### config.mk
export PLATFORM = sky130hd
export DESIGN_NAME = trap_hdlr
export DESIGN_NICKNAME = d
export VERILOG_FILES = /design/src/rtl/trap_hdlr_pkg.sv /design/src/rtl/trap_status_stk.sv /design/src/rtl/trap_hdlr.sv
export SDC_FILE = /design/constraint.sdc
export NUM_CORES = 1
export LEC_CHECK = 0
export ABC_CLOCK_PERIOD_IN_PS = 1470
export BUFFER_PORTS_ARGS = -buffer_cell sky130_fd_sc_hd__buf_4
export CORE_MARGIN = 8
export CORE_UTILIZATION = 48
export CTS_CLUSTER_DIAMETER = 60
export DETAILED_ROUTE_END_ITERATION = 7
export PLACE_DENSITY = 0.77
export SETUP_SLACK_MARGIN = 0.2
export SLEW_MARGIN = 0
export SYNTH_ARGS = -nofsm -noshare
export SYNTH_HDL_FRONTEND = slang
export SYNTH_SLANG_ARGS = --single-unit
### constraint.sdc
create_clock -name clk -period 1.47 [get_ports clk]
set_input_delay 0.147 -clock clk [delete_from_list [all_inputs] [get_ports clk]]
set_output_delay 0.147 -clock clk [all_outputs]
set_load 0.01 [all_outputs]
### src/rtl/trap_hdlr_pkg.sv
// Shared definitions for the trap handler: privilege codes, CSR addresses, mstatus layout, FSM states.
// S-mode support is compiled in only when TRAP_SMODE_EN is defined.
package trap_hdlr_pkg;

    localparam int unsigned XLEN        = 32;
    localparam int unsigned IM_ADDR_LEN = 32;

`ifdef TRAP_SMODE_EN
    localparam bit SmodeEn = 1'b1;
`else
    localparam bit SmodeEn = 1'b0;
`endif

    localparam logic [1:0] PRV_U = 2'b00;
    localparam logic [1:0] PRV_S = 2'b01;
    localparam logic [1:0] PRV_M = 2'b11;

    localparam logic [11:0] CSR_SSTATUS = 12'h100;
    localparam logic [11:0] CSR_STVEC   = 12'h105;
    localparam logic [11:0] CSR_SEPC    = 12'h141;
    localparam logic [11:0] CSR_SCAUSE  = 12'h142;
    localparam logic [11:0] CSR_STVAL   = 12'h143;
    localparam logic [11:0] CSR_MSTATUS = 12'h300;
    localparam logic [11:0] CSR_MEDELEG = 12'h302;
    localparam logic [11:0] CSR_MTVEC   = 12'h305;
    localparam logic [11:0] CSR_MEPC    = 12'h341;
    localparam logic [11:0] CSR_MCAUSE  = 12'h342;
    localparam logic [11:0] CSR_MTVAL   = 12'h343;

    localparam int unsigned EXC_ECALL_U = 8;
    localparam int unsigned EXC_ECALL_S = 9;
    localparam int unsigned EXC_ECALL_M = 11;

    localparam int unsigned MSTATUS_SIE    = 1;
    localparam int unsigned MSTATUS_MIE    = 3;
    localparam int unsigned MSTATUS_SPIE   = 5;
    localparam int unsigned MSTATUS_MPIE   = 7;
    localparam int unsigned MSTATUS_SPP    = 8;
    localparam int unsigned MSTATUS_MPP_LO = 11;
    localparam int unsigned MSTATUS_MPP_HI = 12;
    localparam int unsigned MSTATUS_TVM    = 20;

    typedef logic [0:0] trap_state_t;
    localparam trap_state_t StIdle  = 1'b0;
    localparam trap_state_t StRedir = 1'b1;

    // Software-writable mstatus fields, extracted from a CSR write.
    typedef struct packed {
        logic       mie;
        logic       mpie;
        logic       sie;
        logic       spie;
        logic       spp;
        logic [1:0] mpp;
        logic       tvm;
    } status_wr_t;

    // Unsupported privilege encodings collapse to U.
    function automatic logic [1:0] legal_prv(input logic [1:0] p);
        if (p == PRV_M) return PRV_M;
        if (p == PRV_S && SmodeEn) return PRV_S;
        return PRV_U;
    endfunction

endpackage

### src/rtl/trap_status_stk.sv
// mstatus/sstatus interrupt-enable and privilege stack plus current privilege level.
// Push on trap entry, pop on xRET; S-mode fields exist only with TRAP_SMODE_EN.
module trap_status_stk
    import trap_hdlr_pkg::*;
#(
    parameter int unsigned XLEN_P = XLEN
) (
    input  logic              clk,
    input  logic              srst,
    input  logic              push,
    input  logic              push_deleg,
    input  logic              pop_m,
    input  logic              pop_s,
    input  logic              mstatus_wen,
    input  logic              sstatus_wen,
    input  status_wr_t        wr,
    output logic [XLEN_P-1:0] mstatus,
    output logic [1:0]        prv_cur,
    output logic              tvm
);

    logic       mie_q, mpie_q, sie_q, spie_q, spp_q, tvm_q;
    logic       mie_d, mpie_d, sie_d, spie_d, spp_d, tvm_d;
    logic [1:0] mpp_q, prv_q;
    logic [1:0] mpp_d, prv_d;

    always_comb begin
        mie_d  = mie_q;
        mpie_d = mpie_q;
        sie_d  = sie_q;
        spie_d = spie_q;
        spp_d  = spp_q;
        mpp_d  = mpp_q;
        tvm_d  = tvm_q;
        prv_d  = prv_q;
        if (push) begin
            if (push_deleg) begin
                spie_d = sie_q;
                sie_d  = 1'b0;
                spp_d  = (prv_q == PRV_S);
                prv_d  = PRV_S;
            end else begin
                mpie_d = mie_q;
                mie_d  = 1'b0;
                mpp_d  = prv_q;
                prv_d  = PRV_M;
            end
        end else if (pop_m) begin
            mie_d  = mpie_q;
            mpie_d = 1'b1;
            prv_d  = mpp_q;
            mpp_d  = PRV_U;
        end else if (pop_s) begin
            sie_d  = spie_q;
            spie_d = 1'b1;
            prv_d  = spp_q ? PRV_S : PRV_U;
            spp_d  = 1'b0;
        end else if (mstatus_wen) begin
            mie_d  = wr.mie;
            mpie_d = wr.mpie;
            sie_d  = SmodeEn & wr.sie;
            spie_d = SmodeEn & wr.spie;
            spp_d  = SmodeEn & wr.spp;
            mpp_d  = legal_prv(wr.mpp);
            tvm_d  = wr.tvm;
        end else if (sstatus_wen) begin
            sie_d  = SmodeEn & wr.sie;
            spie_d = SmodeEn & wr.spie;
            spp_d  = SmodeEn & wr.spp;
        end
    end

    always_ff @(posedge clk) begin
        if (srst) begin
            mie_q  <= 1'b0;
            mpie_q <= 1'b0;
            sie_q  <= 1'b0;
            spie_q <= 1'b0;
            spp_q  <= 1'b0;
            tvm_q  <= 1'b0;
            mpp_q  <= PRV_U;
            prv_q  <= PRV_M;
        end else begin
            mie_q  <= mie_d;
            mpie_q <= mpie_d;
            sie_q  <= sie_d;
            spie_q <= spie_d;
            spp_q  <= spp_d;
            tvm_q  <= tvm_d;
            mpp_q  <= mpp_d;
            prv_q  <= prv_d;
        end
    end

    always_comb begin
        mstatus                                = '0;
        mstatus[MSTATUS_SIE]                   = sie_q;
        mstatus[MSTATUS_MIE]                   = mie_q;
        mstatus[MSTATUS_SPIE]                  = spie_q;
        mstatus[MSTATUS_MPIE]                  = mpie_q;
        mstatus[MSTATUS_SPP]                   = spp_q;
        mstatus[MSTATUS_MPP_HI:MSTATUS_MPP_LO] = mpp_q;
        mstatus[MSTATUS_TVM]                   = tvm_q;
    end

    assign prv_cur = prv_q;
    assign tvm     = tvm_q;

endmodule

### src/rtl/trap_hdlr.sv
// Trap/xRET consumer: commits trap CSRs and privilege, then issues a PC redirect over valid/ready.
// Define TRAP_SMODE_EN to build S-mode CSRs, delegation and sret.
module trap_hdlr
    import trap_hdlr_pkg::*;
#(
    parameter int unsigned       XLEN_P = XLEN,
    parameter logic [XLEN_P-1:0] RST_PC = '0
) (
    input  logic                   clk,
    input  logic                   srst,
    input  logic                   trap_en,
    input  logic [XLEN_P-1:0]      trap_cause,
    input  logic [IM_ADDR_LEN-1:0] trap_epc,
    input  logic [XLEN_P-1:0]      trap_val,
    input  logic                   mret,
    input  logic                   sret,
    input  logic                   csr_wen,
    input  logic [11:0]            csr_waddr,
    input  logic [XLEN_P-1:0]      csr_wdata,
    input  logic [11:0]            csr_raddr,
    output logic [XLEN_P-1:0]      csr_rdata,
    output logic [1:0]             prv_cur,
    output logic                   tvm,
    output logic                   redirect_valid,
    output logic [IM_ADDR_LEN-1:0] redirect_pc,
    input  logic                   redirect_ready,
    output logic                   busy
);

    localparam logic [15:0] MEDELEG_MASK = ~(16'd1 << EXC_ECALL_M);
    localparam logic [XLEN_P-1:0] SSTATUS_MASK =
        XLEN_P'((1 << MSTATUS_SIE) | (1 << MSTATUS_SPIE) | (1 << MSTATUS_SPP));

    trap_state_t       state_q, state_d;
    logic [15:0]       medeleg_q;
    logic [XLEN_P-1:0] mtvec_q, mepc_q, mcause_q, mtval_q;
    logic [XLEN_P-1:0] stvec_q, sepc_q, scause_q, stval_q;
    logic [XLEN_P-1:0] mstatus, target;
    logic [IM_ADDR_LEN-1:0] redirect_pc_q;
    logic              idle, trap_fire, mret_fire, sret_fire, ev, deleg, trap_m, trap_s;
    logic              wr_mstatus, wr_sstatus, wr_medeleg, wr_mtvec, wr_stvec;
    logic              wr_mepc, wr_mcause, wr_mtval, wr_sepc, wr_scause, wr_stval;
    status_wr_t        status_wr;

    // Events are only taken in idle; priority trap > mret > sret.
    assign idle      = (state_q == StIdle);
    assign trap_fire = idle && trap_en;
    assign mret_fire = idle && !trap_en && mret;
    assign sret_fire = SmodeEn && idle && !trap_en && !mret && sret;
    assign ev        = trap_fire || mret_fire || sret_fire;
    assign deleg     = SmodeEn && medeleg_q[trap_cause[3:0]] && (prv_cur != PRV_M);
    assign trap_m    = trap_fire && !deleg;
    assign trap_s    = trap_fire && deleg;

    always_comb begin
        if (trap_fire) target = deleg ? stvec_q : mtvec_q;
        else if (mret_fire) target = mepc_q;
        else target = sepc_q;
    end

    assign wr_mstatus = csr_wen && (csr_waddr == CSR_MSTATUS);
    assign wr_sstatus = csr_wen && (csr_waddr == CSR_SSTATUS);
    assign wr_medeleg = csr_wen && (csr_waddr == CSR_MEDELEG);
    assign wr_mtvec   = csr_wen && (csr_waddr == CSR_MTVEC);
    assign wr_stvec   = csr_wen && (csr_waddr == CSR_STVEC);
    assign wr_mepc    = csr_wen && (csr_waddr == CSR_MEPC);
    assign wr_mcause  = csr_wen && (csr_waddr == CSR_MCAUSE);
    assign wr_mtval   = csr_wen && (csr_waddr == CSR_MTVAL);
    assign wr_sepc    = csr_wen && (csr_waddr == CSR_SEPC);
    assign wr_scause  = csr_wen && (csr_waddr == CSR_SCAUSE);
    assign wr_stval   = csr_wen && (csr_waddr == CSR_STVAL);

    assign status_wr.mie  = csr_wdata[MSTATUS_MIE];
    assign status_wr.mpie = csr_wdata[MSTATUS_MPIE];
    assign status_wr.sie  = csr_wdata[MSTATUS_SIE];
    assign status_wr.spie = csr_wdata[MSTATUS_SPIE];
    assign status_wr.spp  = csr_wdata[MSTATUS_SPP];
    assign status_wr.mpp  = csr_wdata[MSTATUS_MPP_HI:MSTATUS_MPP_LO];
    assign status_wr.tvm  = csr_wdata[MSTATUS_TVM];

    trap_status_stk #(
        .XLEN_P(XLEN_P)
    ) u_status_stk (
        .clk        (clk),
        .srst       (srst),
        .push       (trap_fire),
        .push_deleg (deleg),
        .pop_m      (mret_fire),
        .pop_s      (sret_fire),
        .mstatus_wen(wr_mstatus && !ev),
        .sstatus_wen(SmodeEn && wr_sstatus && !ev),
        .wr         (status_wr),
        .mstatus    (mstatus),
        .prv_cur    (prv_cur),
        .tvm        (tvm)
    );

    always_comb begin
        state_d = state_q;
        if (idle) begin
            if (ev) state_d = StRedir;
        end else if (redirect_ready) begin
            state_d = StIdle;
        end
    end

    always_ff @(posedge clk) begin
        if (srst) begin
            state_q       <= StIdle;
            redirect_pc_q <= '0;
            medeleg_q     <= '0;
            mtvec_q       <= RST_PC;
            stvec_q       <= RST_PC;
            mepc_q        <= '0;
            mcause_q      <= '0;
            mtval_q       <= '0;
            sepc_q        <= '0;
            scause_q      <= '0;
            stval_q       <= '0;
        end else begin
            state_q <= state_d;
            if (ev) redirect_pc_q <= IM_ADDR_LEN'(target);
            if (SmodeEn && wr_medeleg) medeleg_q <= csr_wdata[15:0] & MEDELEG_MASK;
            if (wr_mtvec) mtvec_q <= {csr_wdata[XLEN_P-1:2], 2'b00};
            if (SmodeEn && wr_stvec) stvec_q <= {csr_wdata[XLEN_P-1:2], 2'b00};
            // A trap's own update wins over a same-cycle software write.
            if (trap_m) begin
                mepc_q   <= XLEN_P'(trap_epc);
                mcause_q <= trap_cause;
                mtval_q  <= trap_val;
            end else begin
                if (wr_mepc) mepc_q <= {csr_wdata[XLEN_P-1:1], 1'b0};
                if (wr_mcause) mcause_q <= csr_wdata;
                if (wr_mtval) mtval_q <= csr_wdata;
            end
            if (trap_s) begin
                sepc_q   <= XLEN_P'(trap_epc);
                scause_q <= trap_cause;
                stval_q  <= trap_val;
            end else if (SmodeEn) begin
                if (wr_sepc) sepc_q <= {csr_wdata[XLEN_P-1:1], 1'b0};
                if (wr_scause) scause_q <= csr_wdata;
                if (wr_stval) stval_q <= csr_wdata;
            end
        end
    end

    always_comb begin
        csr_rdata = '0;
        case (csr_raddr)
            CSR_MSTATUS: csr_rdata = mstatus;
            CSR_SSTATUS: csr_rdata = mstatus & SSTATUS_MASK;
            CSR_MEDELEG: csr_rdata = SmodeEn ? XLEN_P'(medeleg_q) : '0;
            CSR_MTVEC:   csr_rdata = mtvec_q;
            CSR_STVEC:   csr_rdata = SmodeEn ? stvec_q : '0;
            CSR_MEPC:    csr_rdata = mepc_q;
            CSR_MCAUSE:  csr_rdata = mcause_q;
            CSR_MTVAL:   csr_rdata = mtval_q;
            CSR_SEPC:    csr_rdata = SmodeEn ? sepc_q : '0;
            CSR_SCAUSE:  csr_rdata = SmodeEn ? scause_q : '0;
            CSR_STVAL:   csr_rdata = SmodeEn ? stval_q : '0;
            default:     csr_rdata = '0;
        endcase
    end

    assign redirect_valid = (state_q == StRedir);
    assign busy           = (state_q == StRedir);
    assign redirect_pc    = redirect_pc_q;

    // The pipeline is flushed while a redirect is pending, so no new event may arrive.
    redirect_no_event_a: assert property (@(posedge clk) disable iff (srst)
        (state_q == StRedir) |-> !(trap_en || mret || sret));

endmodule

==> impl_metrics.py <==
metrics = {
    "status": {
        "status": "complete, but fails checks",
        "violations": "setup timing",
    },
    "floorplan": {
        "die_x_um": 150.6,
        "die_area_um2": 22680,
        "core_um2": 17900,
        "core.rowCount": 49,
        "start_util_pct": 48.58,
        "pin_count": 228,
        "fp.dieH_um": 150.6,
    },
    "sta": {
        "slew_headroom_pct": 45.41,
        "rsz0062_at_grt": "yes",
        "finalWorstSetupSlack_ns": -0.3977,
        "fin_setup_tns_ns": -15.63,
        "fmax_mhz": 535.4,
        "period_minus_slack_ns": 1.868,
        "final_max_slew_viol_count": 0,
        "skew_ns": 0.01035,
        "worstMarginPinSlew_ns": 0.8103,
        "setup_viol": 143,
        "final.period_utilization_pct": 127.1,
        "finalHoldViolations": 0,
    },
    "routing": {
        "wl_per_cell_um": 29.91,
        "drc": 0,
        "viasPerCell": 6.987,
        "routed_wl_um": 47400,
        "drtAntennaViolNets": 0,
        "first_pass_iters": 6,
        "num_vias": 11070,
        "drt_iter0_markers": 1860,
    },
    "power": {
        "p_leak_uw": 0.005978,
        "finalPower_uw": 12980,
        "vdd_drop_max_mv": 0.9159,
        "power_density_nw_per_um2": 896.5,
    },
    "global_routing": {
        "grt_pass1_vias": 10210,
        "grt_max_degree": 46,
        "antenna_found_initial": 1,
        "grt_usage_pct": 32.82,
        "grt_pass1_wl_um": 57440,
        "grt_overflow": 0,
    },
    "yosys": {
        "ys_async_sr_fraction_pct": 0,
        "synthCells": 1033,
        "synth.most_common_cell": "dfxtp_1",
        "synthTopCellsByArea": "dfxtp_1 38%, a21oi_1 7.5%, nand2_1 5.9%",
        "yosys_warnings": 0,
        "synth-main-ff-cell": "dfxtp_1",
        "synth.distinct_cells": 48,
        "yosysTopAreaCell": "dfxtp_1",
        "yosysSeqAreaShare_pct": 38.21,
        "synth_area_um2": 8697,
        "syn-mean-instance-area_um2": 8.419,
        "synth_edf_count": 0,
        "synth_top_cell_area_share_pct": 38.21,
        "synth_nets": 1192,
        "synth_common_cells": "166 x dfxtp_1, 136 x nand2_1, 131 x a21oi_1",
        "ys_seq_elements": 166,
    },
    "job": {
        "maxCapViolCount": 0,
    },
    "cells_and_area": {
        "nFillCells": 904,
        "final_area_um2": 14480,
        "layout-drive-gt1-share_pct": 50.41,
        "layout.nets": 1501,
        "area_growth_pct": 66.51,
    },
    "placement": {
        "port_buffers": 226,
        "gp_congestion": 0.8777,
        "place_area_um2": 11140,
        "dpl.hpwl_um": 21710,
    },
    "worst_setup_path": {
        "setup.worst_path.start_class": "input pin",
        "critical_path_arrival_ns": 1.72,
        "cp.required_ns": 1.32,
        "critical_path_class": "input pin to output port",
        "cp-end-kind": "output port",
        "cp_max_fo": 9,
        "rr_worst_depth": 8,
    },
    "worst_hold_path": {
        "hold_depth": 3,
        "min_path_type": "input pin to flop",
    },
    "clock_network": {
        "cts_htree_levels": 4,
        "root_buffer": "clkbuf_16",
        "cts.path.max_buffers": 2,
        "numCtsBuffers": 17,
        "clkSlewWorstSetupHoldPaths_ns": 0.07,
        "clock_latency_ns": 0.44,
        "cts_tree": "done",
        "clock-sinks": 166,
    },
}
## sequential cells by signal (all words and copies together), names as in the netlist
register and cells:
busy 1, mtvec_q 30, mtval_q 32, u_status_stk.mpie_q 1, u_status_stk.mie_q 1, u_status_stk.prv_cur 2
mcause_q 32, redirect_pc 32, u_status_stk.mpp_q 2, u_status_stk.tvm 1, mepc_q 32
## metrics by stage
step | std cells | hold WS [ns] | utilization [%] | worst slack [ns]
floorplan | 1033 | 0.2875 | - | -0.1361
global placement | 1461 | 0.4239 | 62.24 | -0.2987
detailed placement | 1461 | 0.4258 | 62.24 | -0.3136
CTS | 1572 | 0.0009666 | 76.41 | -0.1640
global route | 1585 | 0.02112 | 80.89 | -0.3942
finish | 1585 | 0.003809 | 80.89 | -0.3977
## what timing repair did
item | CTS | global route
setup endpoints to repair | 163 | 169
pin swaps | 73 | 56
buffers inserted | 35 | 6
gates resized for setup | 249 | 134
hold buffers | 25 | 0
endpoints found under the hold margin | 25 | 0
cloned | 19 | 6
## final cells by class
| type | count | area (um^2) | area share (%) |
|---|---|---|---|
| antenna | 1 | 2.502 | 0.01728 |
| multi-input combinational | 770 | 6171 | 42.61 |
| clock inverter | 12 | 176.4 | 1.218 |
| clock buffer | 20 | 446.7 | 3.084 |
| inverter | 1 | 3.754 | 0.02592 |
| tap | 229 | 286.5 | 1.979 |
| timing repair buffer | 386 | 4048 | 27.95 |
| sequential | 166 | 3347 | 23.11 |
## worst max-delay path, cell delays in order
cell and delay [ns]:
buf_4 0.14, and2_1 0.49, and2_4 0.39, a221o_1 0.38
buf_6 0.16
## kinds of logic after synthesis
family | Yosys count | share of synthesized area (%)
buf+inv | 100 | 5.481
mux | 99 | 13.64
flops | 166 | 38.21
simple gates | 341 | 19.18
compound gates | 327 | 23.49
## path summary, 6_finish.rpt
kind                       start  slack [ns]             end
setup / recovery    csr_raddr[0]       -0.40   csr_rdata[31]
hold / removal       trap_epc[9]       0.004       mepc_q[9]
setup reg to reg            busy       -0.35  redirect_pc[3]
hold reg to reg   redirect_pc[8]        0.47  redirect_pc[8]
## metal layers
| metal | share of wire (%) | vias to the layer above | GRT usage, % |
|---|---|---|---|
| met1 | 33 | 5120 | 39.77 |
| met3 | 15 | 421 | 8.717 |
| li1 | - | 4340 | - |
| met5 | 0 | - | 0 |
| met2 | 43 | 1193 | 51.17 |
| met4 | 9.0 | 0 | 20.29 |
## power by group
group	switching [uW]	total [uW]	internal, uW	leakage, uW
logic	1540	3100	1560	0.00432
registers	246	5000	4750	0.00136
clock network	2000	4890	2890	0.000297
## cells in the final DEF, fill, tap and decap left out, drive strengths merged, types with 25 or more instances in the layout
cell type / count
a31oi: 33
nor2: 71
a221o: 30
nand3: 36
nor2b: 68
a21oi: 131
buf: 355
o21ai: 62
a22oi: 30
dfxtp: 166
dlygate4sd3: 25
a211oi: 33
nand2: 136
mux2: 66
mux2i: 33
clkbuf: 26
Note: power is estimated with default switching activity, not from simulation.
